$ cat src/rtl/ritc_phase_shift_responder.sv
// Responder end of the RITC phase-control bus: turns scanner PSEN requests into
// MMCM dynamic phase-shift steps, tracks the signed phase position and reports status.
module ritc_phase_shift_responder #(
   parameter int MAX_STEPS = 1120,
   parameter int TIMEOUT   = 255,
   parameter int PHASE_W   = 12
) (
   input  logic               user_clk_i,
   input  logic               rst_i,
   input  logic [7:0]         phase_control_out,
   output logic [7:0]         phase_control_in,
   output logic               mmcm_psen_o,
   output logic               mmcm_psincdec_o,
   input  logic               mmcm_psdone_i,
   input  logic               mmcm_locked_i,
   output logic [PHASE_W-1:0] phase_pos_o
);

   localparam int CNT_W = (TIMEOUT > 1) ? $clog2(TIMEOUT + 1) : 1;
   localparam logic signed [PHASE_W-1:0] POS_MAX = PHASE_W'(MAX_STEPS);
   localparam logic signed [PHASE_W-1:0] POS_MIN = PHASE_W'(-MAX_STEPS);
   localparam logic signed [PHASE_W-1:0] POS_ONE = PHASE_W'(1);

   typedef enum logic [1:0] {
      ST_IDLE  = 2'd0,
      ST_ISSUE = 2'd1,
      ST_WAIT  = 2'd2,
      ST_DONE  = 2'd3
   } state_t;

   state_t                    state_r, state_nx_s;
   logic                      lk_meta_r, lk_sync_r, lk_prev_r;
   logic                      dir_r, dir_nx_s;
   logic [CNT_W-1:0]          cnt_r, cnt_nx_s;
   logic signed [PHASE_W-1:0] pos_r, pos_nx_s;
   logic                      tmo_r, tmo_nx_s;
   logic                      rej_r, rej_nx_s;
   logic                      ovr_r, ovr_nx_s;
   logic                      psen_r, psincdec_r, psdone_r, busy_r;
   logic                      req_s, inc_s, accept_s;
   logic                      at_max_s, at_min_s, lk_fall_s;

   assign req_s     = phase_control_out[0];
   assign inc_s     = phase_control_out[1];
   assign at_max_s  = (pos_r == POS_MAX);
   assign at_min_s  = (pos_r == POS_MIN);
   assign lk_fall_s = lk_prev_r & ~lk_sync_r;
   assign accept_s  = lk_sync_r & ~(inc_s & at_max_s) & ~(~inc_s & at_min_s);

   // Double-flop synchroniser for MMCM LOCKED plus a delayed copy for edge detection
   always_ff @(posedge user_clk_i or posedge rst_i) begin
      if (rst_i) begin
         lk_meta_r <= 1'b0;
         lk_sync_r <= 1'b0;
         lk_prev_r <= 1'b0;
      end else begin
         lk_meta_r <= mmcm_locked_i;
         lk_sync_r <= lk_meta_r;
         lk_prev_r <= lk_sync_r;
      end
   end

   // Next-state and datapath update for the request FSM
   always_comb begin
      state_nx_s = state_r;
      dir_nx_s   = dir_r;
      cnt_nx_s   = cnt_r;
      pos_nx_s   = pos_r;
      tmo_nx_s   = tmo_r;
      rej_nx_s   = rej_r;
      ovr_nx_s   = ovr_r | req_s;
      case (state_r)
         ST_IDLE: begin
            ovr_nx_s = ovr_r;
            if (req_s && accept_s) begin
               dir_nx_s   = inc_s;
               tmo_nx_s   = 1'b0;
               rej_nx_s   = 1'b0;
               ovr_nx_s   = 1'b0;
               state_nx_s = ST_ISSUE;
            end else if (req_s) begin
               rej_nx_s   = 1'b1;
               state_nx_s = ST_DONE;
            end else begin
               state_nx_s = ST_IDLE;
            end
         end
         ST_ISSUE: begin
            cnt_nx_s   = CNT_W'(TIMEOUT);
            state_nx_s = ST_WAIT;
         end
         ST_WAIT: begin
            // Lost lock aborts first; a PSDONE arriving with the last count still wins
            if (!lk_sync_r) begin
               tmo_nx_s   = 1'b1;
               state_nx_s = ST_DONE;
            end else if (mmcm_psdone_i) begin
               pos_nx_s   = dir_r ? (pos_r + POS_ONE) : (pos_r - POS_ONE);
               state_nx_s = ST_DONE;
            end else if (cnt_r <= CNT_W'(1)) begin
               cnt_nx_s   = {CNT_W{1'b0}};
               tmo_nx_s   = 1'b1;
               state_nx_s = ST_DONE;
            end else begin
               cnt_nx_s   = cnt_r - CNT_W'(1);
            end
         end
         ST_DONE: begin
            state_nx_s = ST_IDLE;
         end
         default: begin
            state_nx_s = ST_IDLE;
         end
      endcase
   end

   // FSM state, phase position, sticky flags and registered bus outputs
   always_ff @(posedge user_clk_i or posedge rst_i) begin
      if (rst_i) begin
         state_r    <= ST_IDLE;
         dir_r      <= 1'b0;
         cnt_r      <= {CNT_W{1'b0}};
         pos_r      <= {PHASE_W{1'b0}};
         tmo_r      <= 1'b0;
         rej_r      <= 1'b0;
         ovr_r      <= 1'b0;
         psen_r     <= 1'b0;
         psincdec_r <= 1'b0;
         psdone_r   <= 1'b0;
         busy_r     <= 1'b0;
      end else begin
         state_r    <= state_nx_s;
         dir_r      <= dir_nx_s;
         cnt_r      <= cnt_nx_s;
         pos_r      <= lk_fall_s ? {PHASE_W{1'b0}} : pos_nx_s;
         tmo_r      <= tmo_nx_s;
         rej_r      <= rej_nx_s;
         ovr_r      <= ovr_nx_s;
         psen_r     <= (state_r == ST_ISSUE);
         psincdec_r <= (state_r == ST_ISSUE) ? dir_r : psincdec_r;
         psdone_r   <= (state_r == ST_DONE);
         busy_r     <= (state_r != ST_IDLE);
      end
   end

   assign mmcm_psen_o      = psen_r;
   assign mmcm_psincdec_o  = psincdec_r;
   assign phase_pos_o      = pos_r;
   assign phase_control_in = {ovr_r, lk_sync_r, rej_r, tmo_r,
                              at_min_s, at_max_s, busy_r, psdone_r};

endmodule

$ cat config.mk
export PLATFORM = sky130hd
export DESIGN_NAME = ritc_phase_shift_responder
export DESIGN_NICKNAME = d
export VERILOG_FILES = /design/src/rtl/ritc_phase_shift_responder.sv
export SDC_FILE = /design/constraint.sdc
export NUM_CORES = 1
export LEC_CHECK = 0
export CAP_MARGIN = 20
export CORE_UTILIZATION = 45
export DETAILED_ROUTE_END_ITERATION = 7
export GPL_ROUTABILITY_DRIVEN = 0
export HOLD_SLACK_MARGIN = 0.05
export PLACE_DENSITY = 0.75
export SLEW_MARGIN = 25
export SYNTH_ARGS = -nofsm -noshare
export SYNTH_HDL_FRONTEND = slang
export SYNTH_SLANG_ARGS = --single-unit
$ cat constraint.sdc
create_clock -name user_clk_i -period 3.65 [get_ports user_clk_i]
set_input_delay 0.5475 -clock user_clk_i [delete_from_list [all_inputs] [get_ports user_clk_i]]
set_output_delay 0.5475 -clock user_clk_i [all_outputs]
set_load 0.02 [all_outputs]
# [Word-level counts from Yosys, hierarchy flattened]
# Index checks and enable logic that the tools add are counted.
[word_totals] ff_bits=33 output_inout_bits=22
[classes] n_addsub=3 magnitude_cmp=1 eq_ne=11 mux=23 bitwise_logic=10 reduce_logical=14
[op_table] operator="$mux W12" n=5
[op_table] operator="$eq A12 B12 Y1 const B" n=2
[op_table] operator="$mux W8" n=3
[op_table] operator="$pmux W8 S2" n=1
[op_table] operator="$reduce_bool A2 Y1" n=7
[op_table] operator="$add A12 B2 Y12 const B" n=1
[op_table] operator="$sub A12 B2 Y12 const B" n=1
[op_table] operator="$mux W2" n=5
[op_table] operator="$le A8 B1 Y1 const B" n=1
[op_table] operator="$pmux W2 S4" n=1
[op_table] operator="$sub A8 B1 Y8 const B" n=1
[op_table] operator="$mux W1" n=7
[op_table] operator="$ne A2 B2 Y1 const B" n=3
[op_table] operator="$ne A3 B3 Y1 const B" n=2
[op_table] operator="$reduce_and A3 Y1" n=2
[op_table] operator="$and A1 B1 Y1" n=5
[op_table] operator="$eq A2 B2 Y1 const B" n=2
[op_table] operator="$ne A4 B4 Y1 const B" n=1
[op_table] operator="$not A1 Y1" n=4
[op_table] operator="$reduce_and A2 Y1" n=2
[op_table] operator="$reduce_and A4 Y1" n=1
[op_table] operator="$eq A2 B1 Y1 const B" n=1
[op_table] operator="$logic_not A2 Y1" n=1
[op_table] operator="$pmux W1 S2" n=1
[op_table] operator="other kinds (2)" n=2

# [Longest topological paths before layout]
# Gate-level depths: netlist (run 1).
[depth] word_depth=8 ltp_mapped=9

# [Worst setup path before layout (run 1)]
# No wires, ideal clock.
[synth_path] path_kind="register -> register" startpoint="register dir_r" endpoint="register pos_r[11] (netlist: phase_pos_o[11])" setup_time_ns=0.083 arrival_ns=2.137 required_time_ns=3.567 slack_ns=1.431 path_stages_with_launch=9 path_cell_list="dfrtp_1 > inv_1 > ha_1 > a211o_1 > a211oi_1 > nor3_1 > or3_1 > a211o_1 > o21ai_0"
[synth_via] elab_chain_cells=5
[synth_rtl] element="from (decl)" line_no="33" rtl="logic dir_r, dir_nx_s;"
[synth_rtl] element="from (signal assigned)" line_no="133" rtl="dir_r <= dir_nx_s;"
[synth_rtl] element="$mux W12" line_no="98" rtl="pos_nx_s = dir_r ? (pos_r + POS_ONE) : (pos_r - POS_ONE);"
[synth_rtl] element="$mux W12" line_no="97" rtl="end else if (mmcm_psdone_i) begin"
[synth_rtl] element="$mux W12" line_no="94" rtl="if (!lk_sync_r) begin"
[synth_rtl] element="$mux W12" line_no="72" rtl="case (state_r)"
[synth_rtl] element="$mux W12" line_no="135" rtl="pos_r <= lk_fall_s ? {PHASE_W{1'b0}} : pos_nx_s;"
[synth_rtl] element="to (signal assigned)" line_no="123" rtl="pos_r <= {PHASE_W{1'b0}};"
[synth_rtl] element="to (signal assigned)" line_no="135"
[synth_rtl] element="to (decl)" line_no="35" rtl="logic signed [PHASE_W-1:0] pos_r, pos_nx_s;"
# Every way passes these cells. The select of a mux whose other input is x is not followed.
# A chain may end at the register's enable or synchronous reset.

# [Final worst setup path (run 1)]
[layout_path] startpoint="register pos_r[1] (netlist: phase_pos_o[1])" endpoint="output phase_control_in[3]"
[layout_via] elab_chain_cells=1
[layout_rtl] element="$eq A12 B12 Y1" line_no="46" rtl="assign at_min_s = (pos_r == POS_MIN);"
[layout_rtl] element="to (decl)" line_no="11" rtl="output logic [7:0] phase_control_in,"
# Every way passes these cells.

==> flow_metrics.env, run 1 <==
export IMPL_start_util=0.471
export IMPL_path_buf_inv=1
export IMPL_dpl_hpwl_mm=2.84
export IMPL_crit_path_max_incr_delay_ns=0.65
export IMPL_start_kind="flip-flop"
export IMPL_grt_usage=0.190
export IMPL_cts_sinks=33
export IMPL_path_clk_slew_ns=0.07
export IMPL_die_w_um=69.5
export IMPL_antenna_found_initial=0
export IMPL_grt_setup_unrepaired="no"
export IMPL_drive_gt1_frac=0.0697
export IMPL_syn_avg_cell_area_sq_um=9.36
export IMPL_dp_slack_ns=1.16
export IMPL_placedCellCount=288
export IMPL_clock_power_share=0.129
export IMPL_status="finished, final reports clean"
export IMPL_drc_errors=0
export IMPL_ys_seq_area_frac=0.403
export IMPL_antennaDiodeCount=0
export IMPL_fin_skew_ns=0.00431
export IMPL_grt_overflow=0
export IMPL_layout_min_cycle_time_ns=2.70
export IMPL_synth_fp_nets=249
export IMPL_fin_ws_ns=0.951
export IMPL_wirelength_mm=4.12
export IMPL_io_buffers=27
export IMPL_synth_seq_cells=33
export IMPL_p_sw_frac=0.447
export IMPL_top_level_ports=34
export IMPL_cp_required_ns=3.10
export IMPL_max_freq_mhz=371
export IMPL_grt_first_pass_wirelength_mm=7.24
export IMPL_fin_nets=273
export IMPL_hold_viol_final=0
export IMPL_finalSetupTns_ns=0
export IMPL_fin_cells=296
export IMPL_max_cap_violations=0
export IMPL_cts_buffers=5
export IMPL_p_leak_nw=1.06
export IMPL_path_max_fanout=5
export IMPL_grt_max_degree=34
export IMPL_drtIter0Drc=132
export IMPL_hold_buffers=0
export IMPL_hold_path_class="reg -> reg"
export IMPL_cp_top_family="simple AND/OR/NAND/NOR gates"
export IMPL_fin_crit_sh=0.739
export IMPL_worst_endpoint_arrival_ns=2.15
export IMPL_ant_nets=0
export IMPL_whs_ns=0.357
export IMPL_synthArstFlopShare=1.00
export IMPL_p_comb_frac=0.582
export IMPL_tightest_slew_ns=0.563
export IMPL_crit_path_cell_trace="nor4_1 -> nand3_1 -> nor4b_1 -> clkdlybuf4s50_1"
export IMPL_dieArea_sq_um=4830
export IMPL_grt_pass1_vias=1550
export IMPL_yosysUniqueCellTypes=46
export IMPL_irDropWorstVdd_v=0.000479
export IMPL_synth_ff_type="dfrtp_1"
export IMPL_ys_warn_count=0
export IMPL_rows=24
export IMPL_core_area_sq_um=4350
export IMPL_power_frac_seq=0.289
export IMPL_switchingPower_mw=0.970
export IMPL_die_h_um=69.5
export IMPL_internal_power_mw=1.20
export IMPL_setup_violations=0
export IMPL_area_growth_pct=17.6
export IMPL_clockRootBuffer="clkbuf_8"
export IMPL_ctsLongestPathBuffers=2
export IMPL_vias=1634
export IMPL_power_density_nw_per_um2=900
export IMPL_cts_resized=0
export IMPL_insertion_delay_ns=0.29
export IMPL_cts_tree="done"
export IMPL_cts_setup_buffers=0
export IMPL_synth_cells=219
export IMPL_cpMaxStageDelayCell="clkdlybuf4s50_1"
export IMPL_syn_area_sq_um=2050
export IMPL_h_tree_depth=2
export IMPL_viasPerCell=5.52
export IMPL_endpoint_kind="output pin"
export IMPL_first_pass_iters=4
export IMPL_slew_violations=0
export IMPL_avgRoutedWirePerCell_um=13.9
export IMPL_slew_limit_headroom=0.623
export IMPL_fin_util=0.554
export IMPL_critPathKind="reg -> out"
export IMPL_synth_edff_count=0
[stage by stage]
step           total power, mW  cell area, sq um
6_report                  2.17              2410
3_3_place_gp              1.87              2330
3_5_place_dp              1.89              2330
2_1_floorplan             1.54              2050
5_1_grt                   2.37              2410
4_1_cts                   2.19              2410
[worst reg2reg max path, stage by stage, from the launching register on]
cell      delay (ns)
dfrtp_1         0.46
inv_1           0.30
ha_1            0.31
a211o_1         0.32
a211oi_1        0.24
nor3_1          0.08
or3_1           0.33
a211o_1         0.30
o21ai_0         0.07
[Yosys cell counts, types with 4 or more instances]
library cell,count,area [sq um]
xor2_1,4,35.0
clkbuf_1,4,15.0
a31oi_1,4,25.0
nor2_1,17,63.8
inv_1,13,48.8
nand2_1,18,67.6
o21ai_0,20,100
a21o_1,4,30.0
o22a_1,5,43.8
dfrtp_1,33,826
a21oi_1,20,100
ha_1,17,213
xnor2_1,4,35.0
buf_4,8,60.1
nor3_1,5,25.0
[layout by cell type (no fill, tap or decap), types with 5 or more instances in the layout]
| master | n |
|---|---|
| a21oi_1 | 20 |
| dfrtp_1 | 33 |
| nor3_1 | 5 |
| o21ai_0 | 20 |
| clkdlybuf4s50_1 | 27 |
| o22a_1 | 5 |
| ha_1 | 17 |
| clkbuf_8 | 5 |
| nor2_1 | 17 |
| inv_1 | 13 |
| nand2_1 | 18 |
[worst paths after layout]
kind                                            end  slack, ns      startpoint  depth (start not counted)
worst min register to register            lk_sync_r       0.36       lk_meta_r                          0
worst max register to register      phase_pos_o[11]       1.17           dir_r                          8
worst max-delay path            phase_control_in[3]       0.95  phase_pos_o[1]                          4
min in group asynchronous                 lk_sync_r       0.64           rst_i                          3
worst min-delay path                      lk_sync_r       0.36       lk_meta_r                          0
max in group asynchronous            phase_pos_o[7]       2.71           rst_i                          3
[metal layers]
layer | GRT usage | wire length, um
met5 | 0 | 0
met4 | 0.0771 | 76
met3 | 0.0538 | 136
met2 | 0.307 | 1940
met1 | 0.238 | 1960
[area by class of cell]
class	count	area, sq um
multi-input combinational	161	1100
tap	52	65.1
clock inverter	3	17.5
timing repair buffer	29	285
sequential	33	826
clock buffer	5	68.8
fill	403	1940
inverter	13	48.8
[power groups by stage]
stage	Clock, mW	Sequential, mW	Combinational, mW
final	0.280	0.627	1.26
after global placement	0	0.632	1.24
after detailed placement	0	0.633	1.25
after floorplan	0	0.689	0.855
after global routing	0.299	0.651	1.42
after CTS	0.288	0.628	1.27
[flip-flops by register name, summed over array words and instances (netlist names)]
register         cells
busy_r               1
cnt_r                8
mmcm_psen_o          1
state_r              2
dir_r                1
rej_r                1
mmcm_psincdec_o      1
phase_pos_o         12
lk_sync_r            1
tmo_r                1
psdone_r             1
lk_prev_r            1
ovr_r                1
lk_meta_r            1
[cells by family (layout without fill, tap and decap cells)]
kind of cell    Yosys count  after routing  share of synthesized area
compound gates           67             67                      0.201
simple gates             64             64                      0.166
flops                    33             33                      0.403
buf+inv                  25             50                     0.0604
fa+ha+maj                18             18                      0.113
xor+xnor                  8              8                     0.0342
mux                       4              4                     0.0226
No activity file was read; power rests on OpenSTA's default activity.
==> run 2, diff against run 1 <==
--- a/config.mk
+++ b/config.mk
@@ -10,7 +10,7 @@
 export DETAILED_ROUTE_END_ITERATION = 7
 export GPL_ROUTABILITY_DRIVEN = 0
 export HOLD_SLACK_MARGIN = 0.05
-export PLACE_DENSITY = 0.75
+export PLACE_DENSITY = 0.78
 export SLEW_MARGIN = 25
 export SYNTH_ARGS = -nofsm -noshare
 export SYNTH_HDL_FRONTEND = slang
==> constraint.sdc (replaced) <==
create_clock -name user_clk_i -period 2.4 [get_ports user_clk_i]
set_input_delay 0.36 -clock user_clk_i [delete_from_list [all_inputs] [get_ports user_clk_i]]
set_output_delay 0.36 -clock user_clk_i [all_outputs]
set_load 0.02 [all_outputs]
==> run 2 against run 1 <==
Global-route usage up 0.45 points. Clock power rose by 54%. Setup slack worse by 0.77 ns. Die area is the same.
==> flow_metrics.env, run 2 (synthesis gave the netlist of run 1 again) <==
export IMPL_status="finished, final reports clean"
export IMPL_drtIter0Drc=120
export IMPL_drive_gt1_frac=0.0813
export IMPL_power_density_nw_per_um2=1380
export IMPL_hold_path_class="reg -> reg"
export IMPL_die_w_um=69.5
export IMPL_reg2reg_from="dir_r"
export IMPL_hp_start="lk_meta_r"
export IMPL_cpMaxStageDelayCell="dfrtp_1"
export IMPL_grt_overflow=0
export IMPL_start_util=0.471
export IMPL_largest_register_ffs=12
export IMPL_path_max_fanout=4
export IMPL_viasPerCell=5.59
export IMPL_clockRootBuffer="clkbuf_8"
export IMPL_cp_required_ns=2.60
export IMPL_switchingPower_mw=1.48
export IMPL_grt_met3_usage=0.0509
export IMPL_internal_power_mw=1.90
export IMPL_io_buffers=27
export IMPL_top_level_ports=34
export IMPL_drc_errors=0
export IMPL_p_comb_frac=0.595
export IMPL_endpoint_kind="flip-flop"
export IMPL_ctsLongestPathBuffers=2
export IMPL_r2r_slack_ns=0.18
export IMPL_regArea_sq_um=826
export IMPL_ant_nets=0
export IMPL_max_cap_violations=0
export IMPL_critPathKind="reg -> reg"
export IMPL_die_h_um=69.5
export IMPL_dieArea_sq_um=4830
export IMPL_power_frac_seq=0.278
export IMPL_area_growth_pct=19.0
export IMPL_grt_usage=0.194
export IMPL_tightest_slew_ns=0.610
export IMPL_fin_nets=276
export IMPL_multi_input_area_sq_um=1110
export IMPL_p_leak_nw=1.08
export IMPL_grt_first_pass_wirelength_mm=7.38
export IMPL_first_pass_iters=4
export IMPL_grt_max_degree=34
export IMPL_crit_path_cell_trace="inv_1 -> buf_4 -> ha_1 -> a21o_1 -> a211oi_1 -> nor3_1 -> or3_1 -> a211o_1 -> o21ai_0"
export IMPL_cts_sinks=33
export IMPL_start_kind="flip-flop"
export IMPL_met2_usage=0.321
export IMPL_grtUsageMet1=0.242
export IMPL_fin_cells=298
export IMPL_ff2ff_path_depth=9
export IMPL_cts_buffers=5
export IMPL_max_freq_mhz=450
export IMPL_fillers=402
export IMPL_irDropWorstVdd_v=0.000829
export IMPL_hold_depth=0
export IMPL_finalSetupTns_ns=0
export IMPL_grt_pass1_vias=1622
export IMPL_avgRoutedWirePerCell_um=14.2
export IMPL_final_common_cell="dfrtp_1"
export IMPL_rows=24
export IMPL_worst_hold_path_endpoint="lk_sync_r"
export IMPL_vias=1665
export IMPL_placedCellCount=291
export IMPL_core_area_sq_um=4350
export IMPL_path_clk_slew_ns=0.07
export IMPL_antennaDiodeCount=0
export IMPL_h_tree_depth=2
export IMPL_hold_viol_final=0
export IMPL_setup_violations=0
export IMPL_worst_endpoint_arrival_ns=2.42
export IMPL_insertion_delay_ns=0.29
export IMPL_slew_limit_headroom=0.593
export IMPL_p_sw_frac=0.438
export IMPL_dpl_hpwl_mm=2.99
export IMPL_wirelength_mm=4.24
export IMPL_cts_tree="done"
export IMPL_antenna_found_initial=0
export IMPL_worst_r2r_endpoint="phase_pos_o[11]"
export IMPL_whs_ns=0.349
export IMPL_final_cell_mix="33 x dfrtp_1, 25 x clkdlybuf4s50_1, 20 x o21ai_0"
export IMPL_grt_busiest_layer="met2"
export IMPL_grt_setup_unrepaired="no"
export IMPL_fin_crit_sh=0.926
export IMPL_clock_power_share=0.128
export IMPL_crit_path_max_incr_delay_ns=0.38
export IMPL_layout_min_cycle_time_ns=2.22
export IMPL_fin_skew_ns=0.00804
export IMPL_slew_violations=0
-- run 2: cell count changes in the layout (fill, tap and decap cells not counted), sizes merged --
cell           delta
clkinvlp          -1
clkbuf            +2
clkdlybuf4s50     -2
clkinv            -2
buf               +3
dlygate4sd2       +2
-- run 2: layout make-up --
| cell class | instances | share of cell area |
|---|---|---|
| flip-flops and latches | 33 | 0.338 |
| inverters | 13 | 0.0200 |
| repair buffers | 32 | 0.125 |
| multi-input cells | 161 | 0.455 |
| well taps | 52 | 0.0267 |
| clock buffers | 7 | 0.0354 |
-- run 2: power groups by stage --
stage | Sequential (mW) | Clock, mW | Combinational [mW]
floorplan | 1.05 | 0 | 1.30
global placement | 0.942 | 0 | 1.94
detailed placement | 0.946 | 0 | 1.98
CTS | 0.939 | 0.443 | 1.99
global route | 0.968 | 0.468 | 2.23
finish | 0.937 | 0.431 | 2.01
-- run 2: worst max-delay path, delay by kind of cell (launching register included) --
kind	cells	cell delay, ns
buffers and inverters	2	0.29
AND/OR/NAND/NOR	2	0.39
flip-flops	1	0.38
AO/OA/AOI/OAI	4	0.81
adder cells (fa/ha/maj)	1	0.27
-- run 2: how the worst max path moves through the flow --
stage | startpoint | to | slack [ns] | cells past startpoint
CTS | phase_pos_o[1] | phase_control_in[3] | 0.13 | 4
global placement | phase_pos_o[1] | phase_control_in[3] | 0.20 | 4
detailed placement | mmcm_psdone_i | phase_pos_o[11] | 0.13 | 5
finish | dir_r | phase_pos_o[11] | 0.18 | 9
global route | phase_pos_o[1] | phase_control_in[3] | 0.07 | 4
floorplan | dir_r | phase_pos_o[11] | 0.18 | 8
-- run 2: metrics by stage --
step / utilization / power (mW) / worst slack (ns) / cell area, sq um
after floorplan: - / 2.35 / 0.181 / 2050
after global placement: 0.539 / 2.88 / 0.195 / 2350
after detailed placement: 0.539 / 2.92 / 0.127 / 2350
after CTS: 0.559 / 3.38 / 0.131 / 2430
after global routing: 0.561 / 3.67 / 0.0680 / 2440
final: 0.561 / 3.37 / 0.178 / 2440
-- run 2: metal layers --
layer  wire, um  part of all wire  up-vias
met5          0                 0        -
met4         71             0.017        0
met3        166             0.039        6
met2       2050              0.48       27
met1       1960              0.46      804
li1           -                 -      828
-- run 2: timing repair --
| action | 4_1_cts | 5_1_grt |
|---|---|---|
| setup buffers | 0 | 0 |
| resized for setup | 2 | 1 |
| hold buffers | 0 | 0 |
| pin swaps | 0 | 0 |
| setup endpoints to repair | 2 | 1 |
| gates cloned | 0 | 0 |
